--- src/rtl/usb_tx.sv ---
// USB low/full-speed transmitter: SYNC, bit stuffing, NRZI and EOP, advancing once per clk_en.
// Bytes arrive from the SIE over a valid/ready handshake and leave LSB first.
package types;
    typedef enum logic [1:0] {SE0 = 2'b00, J = 2'b01, K = 2'b10} d_port_t;
endpackage

module usb_tx
    import types::*;
(
    input  logic       clk,
    input  logic       reset,
    input  logic       clk_en,
    input  logic       tx_valid,
    input  logic [7:0] tx_data,
    output logic       tx_ready,
    output d_port_t    d_o,
    output logic       oe,
    output logic       active
);

    typedef enum logic [2:0] {IDLE, SYNC, DATA, EOP0, EOP1, EOP_J} state_t;

    state_t     state_q, state_d;
    d_port_t    line_q, line_d;
    logic       oe_q, oe_d;
    logic       active_q, active_d;
    logic [2:0] bit_cnt_q, bit_cnt_d;
    logic [2:0] ones_q, ones_d;
    logic [7:0] shift_q, shift_d;
    logic       need_load_q, need_load_d;
    logic       load_fire;
    logic       drive_bit;
    logic       bit_val;
    d_port_t    line_toggled;

    assign line_toggled = (line_q == J) ? K : J;

    always_comb begin
        state_d     = state_q;
        line_d      = line_q;
        oe_d        = oe_q;
        active_d    = active_q;
        bit_cnt_d   = bit_cnt_q;
        ones_d      = ones_q;
        shift_d     = shift_q;
        need_load_d = need_load_q;
        load_fire   = 1'b0;
        drive_bit   = 1'b0;
        bit_val     = 1'b0;

        case (state_q)
            IDLE: begin
                line_d    = J;
                oe_d      = 1'b0;
                ones_d    = 3'd0;
                bit_cnt_d = 3'd0;
                if (tx_valid) begin
                    state_d  = SYNC;
                    line_d   = K;
                    oe_d     = 1'b1;
                    active_d = 1'b1;
                end
            end
            SYNC: begin
                // Symbols 1..6 are data 0 (toggle); symbol 7 is the closing data 1 (hold).
                bit_cnt_d = bit_cnt_q + 3'd1;
                if (bit_cnt_q == 3'd6) begin
                    ones_d      = 3'd1;
                    bit_cnt_d   = 3'd0;
                    need_load_d = 1'b1;
                    state_d     = DATA;
                end else begin
                    line_d = line_toggled;
                    ones_d = 3'd0;
                end
            end
            DATA: begin
                if (ones_q == 3'd6) begin
                    line_d = line_toggled;
                    ones_d = 3'd0;
                end else if (need_load_q) begin
                    if (tx_valid) begin
                        load_fire   = 1'b1;
                        shift_d     = tx_data;
                        drive_bit   = 1'b1;
                        bit_val     = tx_data[0];
                        bit_cnt_d   = 3'd1;
                        need_load_d = 1'b0;
                    end else begin
                        line_d  = SE0;
                        state_d = EOP0;
                    end
                end else begin
                    drive_bit = 1'b1;
                    bit_val   = shift_q[bit_cnt_q];
                    bit_cnt_d = bit_cnt_q + 3'd1;
                    if (bit_cnt_q == 3'd7) begin
                        need_load_d = 1'b1;
                    end
                end
            end
            EOP0: begin
                line_d  = SE0;
                state_d = EOP1;
            end
            EOP1: begin
                line_d  = J;
                state_d = EOP_J;
            end
            EOP_J: begin
                line_d   = J;
                oe_d     = 1'b0;
                active_d = 1'b0;
                state_d  = IDLE;
            end
            default: state_d = IDLE;
        endcase

        // NRZI: a 0 toggles the line and breaks the run of ones, a 1 holds the line.
        if (drive_bit) begin
            if (bit_val) begin
                ones_d = ones_q + 3'd1;
            end else begin
                line_d = line_toggled;
                ones_d = 3'd0;
            end
        end
    end

    always_ff @(posedge clk) begin
        if (reset) begin
            state_q     <= IDLE;
            line_q      <= J;
            oe_q        <= 1'b0;
            active_q    <= 1'b0;
            bit_cnt_q   <= 3'd0;
            ones_q      <= 3'd0;
            shift_q     <= 8'd0;
            need_load_q <= 1'b0;
        end else if (clk_en) begin
            state_q     <= state_d;
            line_q      <= line_d;
            oe_q        <= oe_d;
            active_q    <= active_d;
            bit_cnt_q   <= bit_cnt_d;
            ones_q      <= ones_d;
            shift_q     <= shift_d;
            need_load_q <= need_load_d;
        end
    end

    assign tx_ready = clk_en & load_fire & ~reset;
    assign d_o      = line_q;
    assign oe       = oe_q;
    assign active   = active_q;

endmodule

--- config.mk ---
export PLATFORM = sky130hd
export DESIGN_NAME = usb_tx
export DESIGN_NICKNAME = d
export VERILOG_FILES = /design/src/rtl/usb_tx.sv
export SDC_FILE = /design/constraint.sdc
export NUM_CORES = 1
export LEC_CHECK = 0
export CAP_MARGIN = 30
export CORE_MARGIN = 2
export CORE_UTILIZATION = 40
export DETAILED_ROUTE_END_ITERATION = 8
export SLEW_MARGIN = 20
export SYNTH_ARGS = -nofsm -noshare
export SYNTH_HDL_FRONTEND = slang
export SYNTH_SLANG_ARGS = --single-unit
--- constraint.sdc ---
create_clock -name clk -period 2.2 [get_ports clk]
set_input_delay 0.33 -clock clk [delete_from_list [all_inputs] [get_ports clk]]
set_output_delay 0.33 -clock clk [all_outputs]
set_load 0.01 [all_outputs]
# Yosys cells after proc, flatten, opt, wreduce, memory -nomap -nowiden
# Index checks and enable logic that the tools add are counted.
dict set report totals {
  in_bits 12
  wordCells 90
  output_inout_bits 5
  regBits 22
}
dict set report classes {
  n_eq_ne 16
  n_bitwise 4
  reduce_logical 13
  n_addsub 2
  n_mux 46
  n_lt_le_gt_ge 1
}
# op count
set ops {}
lappend ops {{3-bit 2-to-1 mux} 11}
lappend ops {{1-bit 2-to-1 mux} 19}
lappend ops {{3-bit one-hot mux with 3 select lines} 2}
lappend ops {{2-bit 2-to-1 mux} 8}
lappend ops {{3-bit equality test (second input constant)} 5}
lappend ops {{3-bit one-hot mux with 5 select lines} 1}
lappend ops {{2-bit != test (second input constant)} 5}
lappend ops {{2-bit one-hot mux with 5 select lines} 1}
lappend ops {{4-bit AND reduction} 2}
lappend ops {{3-bit by 1-bit adder with 3-bit output (second input constant)} 2}
lappend ops {{3-bit by 2-bit equality test with 1-bit output (second input constant)} 2}
lappend ops {{3-bit != test (second input constant)} 2}
lappend ops {{1-bit one-hot mux with 2 select lines} 3}
lappend ops {{3-bit AND reduction} 2}
lappend ops {{6-bit AND reduction} 1}
lappend ops {{5-bit AND reduction} 1}
lappend ops {{3-bit by 4-bit < comparator with 1-bit output (second input constant)} 1}
lappend ops {{2-bit nonzero test} 2}
lappend ops {{4-bit nonzero test} 1}
lappend ops {{1-bit binary-select mux with 3-bit select} 1}
lappend ops {{3-bit by 1-bit equality test with 1-bit output (second input constant)} 1}
lappend ops {{3-bit logical NOT} 1}
lappend ops {{3-bit nonzero test} 1}
lappend ops {{1-bit bitwise AND} 2}
lappend ops {{other kinds (4)} 5}

# Depth between registers and ports, before layout
dict set report depth {
  word_depth 7
  mapped_depth 9
  ltp_nobuf 8
}

# Least setup slack after synthesis
# No wires, ideal clock.
dict set report synth_timing {
  kind {reg2reg}
  startpoint {register bit_cnt_q[0]}
  endpoint {register ones_q[2]}
  stages_incl_launch_ff 8
  setup_time_ps 74
  required_time_ps 2126
  path_buffers 1
  arrival_ps 1985
  path_slack_ps 140
  cell_sequence {dfxtp_1 > buf_6 > mux2i_1 > mux4_2 > or2_1 > a211o_1 > or4_1 > a31oi_1}
}
dict set report synth_via {
  elab_chain_cells 7
}
# element line_no
set synth_lines {}
lappend synth_lines {{start: declaration} 27} ;# logic [2:0] bit_cnt_q, bit_cnt_d;
lappend synth_lines {{start signal: assignment} 145} ;# bit_cnt_q <= bit_cnt_d;
lappend synth_lines {{1-bit binary-select mux with 3-bit select} 95} ;# bit_val = shift_q[bit_cnt_q];
lappend synth_lines {{1-bit 2-to-1 mux (implied by the code)} 95}
lappend synth_lines {{1-bit 2-to-1 mux} 81} ;# end else if (need_load_q) begin
lappend synth_lines {{1-bit 2-to-1 mux} 78} ;# if (ones_q == 3'd6) begin
lappend synth_lines {{1-bit 2-to-1 mux} 51} ;# case (state_q)
lappend synth_lines {{3-bit 2-to-1 mux} 121} ;# if (bit_val) begin
lappend synth_lines {{3-bit 2-to-1 mux} 120} ;# if (drive_bit) begin
lappend synth_lines {{end signal: assignment} 146} ;# ones_q <= ones_d;
lappend synth_lines {{end: declaration} 28} ;# logic [2:0] ones_q, ones_d;
# Every way passes these cells. The select of a mux whose other input is x is not followed.
# A chain may end at the register's enable or synchronous reset.

# Worst setup path after layout
# Same ends and word-level chain as after synthesis.

==> metrics.cfg <==
[run_status]
status = complete, no violations

[detailed_routing]
avgRoutedWirePerCell_microns = 13.5
wl_met1_mm = 1.38
vias = 1232
dr.first_iter.drc_count = 88
topRoutingLayerUsed = met4
avgViaCountPerCell = 5.40
firstDrtPassIters = 4
drt_drc_violations_left = 0
dr_wl_met3_microns = 189
wl_met2_mm = 1.41
wl_mm = 3.07
ant_nets = 0

[synth]
synth_area_sq_mm = 0.00127
synth_cell_types = 41
yosysTopAreaCell = dfxtp_1
synth-edff-count = 0
seq_area_frac_synth_pct = 34.6
ys_async_sr_fraction_pct = 0
syn_inst = 157
synthFlopType = dfxtp_1
synth_area_leaders = dfxtp_1, mux2i_1, nor2_1
synth_area_per_cell_sq_um = 8.10
ys_ff_latch = 22
ys_warn_count = 0
synth_top_cell_area_share_pct = 34.6
syn_nets = 174

[setup_path]
cp_cell_sequence = mux2i_1 -> mux4_2 -> or2_1 -> a211o_1 -> or4_1 -> a31oi_1
slowest_delay_ns = 0.45
cp-end-kind = register
cp.required_ns = 2.46
path_class = reg -> reg
path_max_fanout = 5
start_kind = register
worstPathArrival_ns = 2.36
cp_slowest_cell = mux4_2

[placed_design]
dp_slack_ns = 0.0296
hpwlAfterDp_mm = 2.29
place_congestion = 0.883
port-buffer-count = 16

[grt]
grt_pass1_wl_mm = 5.18
grt_overflow = 0
grt_antenna_before_repair = 0
track_usage_pct = 19.0
grt_max_degree = 24
grt_pass1_vias = 1145

[final_layout]
nNetsFinal = 202
diodes = 0
area_growth_syn_to_layout_pct = 26.7
final_cell_mix = nor2_1, dfxtp_1, nand2_1
drive_gt1_share_pct = 13.6
layout_commonest_cell = nor2_1

[pwr]
ir_drop_v = 0.000270
power_leakage_nw = 0.591
power_density_mw_per_mm2 = 571

[clocking]
cts_root_buf = clkbuf_4
cts.sinks = 22
clkTransAtPathRegs_ns = 0.13
cts-htree-levels = 1
cts_buffers = 3
worstSkewPairLatency_ns = 0.32
cts_tree = yes
clock_path_buffers = 2
ctsHoldBuffers = 0

[timing]
clock_skew_ns = 0.00431
fin_crit_ns = 2.10
max_freq_ghz = 0.476
final_max_slew_viol_count = 0
finalHoldViolations = 0
fin_crit_sh_pct = 95.5
setup_ws_ns = 0.0986
hold_ws_ns = 0.516
rsz0062_at_grt = false
setup_tns_ns = 0
setup_viol = 0
relSlewSlack_pct = 69.2
worstMarginPinSlew_ns = 0.457

[job]
drv_cap = 0

[die]
num_rows = 20
start_util_pct = 42.0
core-area_sq_mm = 0.00303
io_pins = 17
die_h_microns = 60.4
dieArea_sq_mm = 0.00365
die_w_microns = 60.4

[worst_hold_path]
hp-class = reg -> reg

## through the flow
stage / total power, mW / utilization [%] / area, sq um / instances
2_1_floorplan: 0.536 / - / 1270 / 157
3_3_place_gp: 0.605 / 51.4 / 1560 / 224
3_5_place_dp: 0.609 / 51.4 / 1560 / 224
4_1_cts: 0.927 / 53.2 / 1610 / 228
5_1_grt: 0.964 / 53.3 / 1610 / 228
6_report: 0.922 / 53.3 / 1610 / 228
## synthesized netlist by cell type (all sizes together), types with 2 or more instances
master,n
nor2b,2
nand3,4
a21oi,8
a31oi,3
ha,5
nor3,5
dfxtp,22
nor2,24
mux2i,14
or3,2
mux2,2
o21ai,10
nand2,17
inv,7
a211oi,3
clkbuf,5
## where the power goes
| part | switching [mW] | internal [mW] |
|---|---|---|
| logic | 0.0865 | 0.0882 |
| registers | 0.0151 | 0.412 |
| clock network | 0.135 | 0.184 |
## kinds of logic (layout without fill, tap and decap cells)
family	count (synthesis)	after routing	share of synthesized area, %
AOI/OAI and AO/OA	35	35	17.4
adders and majority gates	5	5	4.92
and+or+nand+nor	65	65	24.1
DFF	22	22	34.6
buffers and inverters	13	40	4.43
muxes	17	17	14.6
## final timing paths
| path | from | end | slack (ns) | cells past startpoint |
|---|---|---|---|---|
| min reg2reg | shift_q[5] | shift_q[5] | 0.52 | 2 |
| max | bit_cnt_q[0] | ones_q[2] | 0.1 | 6 |
| max reg2reg | bit_cnt_q[0] | ones_q[2] | 0.1 | 6 |
| min | shift_q[5] | shift_q[5] | 0.52 | 2 |
## layer usage
metal / GRT usage [%] / vias up
met5: 0 / -
met4: 8.57 / 0
met1: 26.4 / 573
met2: 29.0 / 37
met3: 2.99 / 11
li1: - / 611
## sequential cells by signal, summed over array words and instances (netlist names)
name         flops
active           1
need_load_q      1
d_o              2
state_q          3
bit_cnt_q        3
oe               1
shift_q          8
ones_q           3
## critical path, delay by kind of cell, from the launching register on
family	cells	cell delay (ns)
AOI/OAI and AO/OA	2	0.45
and+or+nand+nor	2	0.63
DFF	1	0.42
muxes	2	0.54
## layout make-up
| cell class | count | area [sq um] |
|---|---|---|
| clock buffer | 3 | 22.5 |
| clock inverter | 1 | 30.0 |
| fill | 301 | 1420 |
| inverter | 7 | 26.3 |
| multi-input combinational | 122 | 781 |
| sequential | 22 | 442 |
| tap | 44 | 55.1 |
| timing repair buffer | 29 | 256 |
## repair_timing
item / in CTS / in global routing
buffers inserted: 0 / 0
setup endpoints to repair: 1 / 4
pin swaps: 0 / 0
gates resized for setup: 2 / 1
No activity file was read; power rests on OpenSTA's default activity.
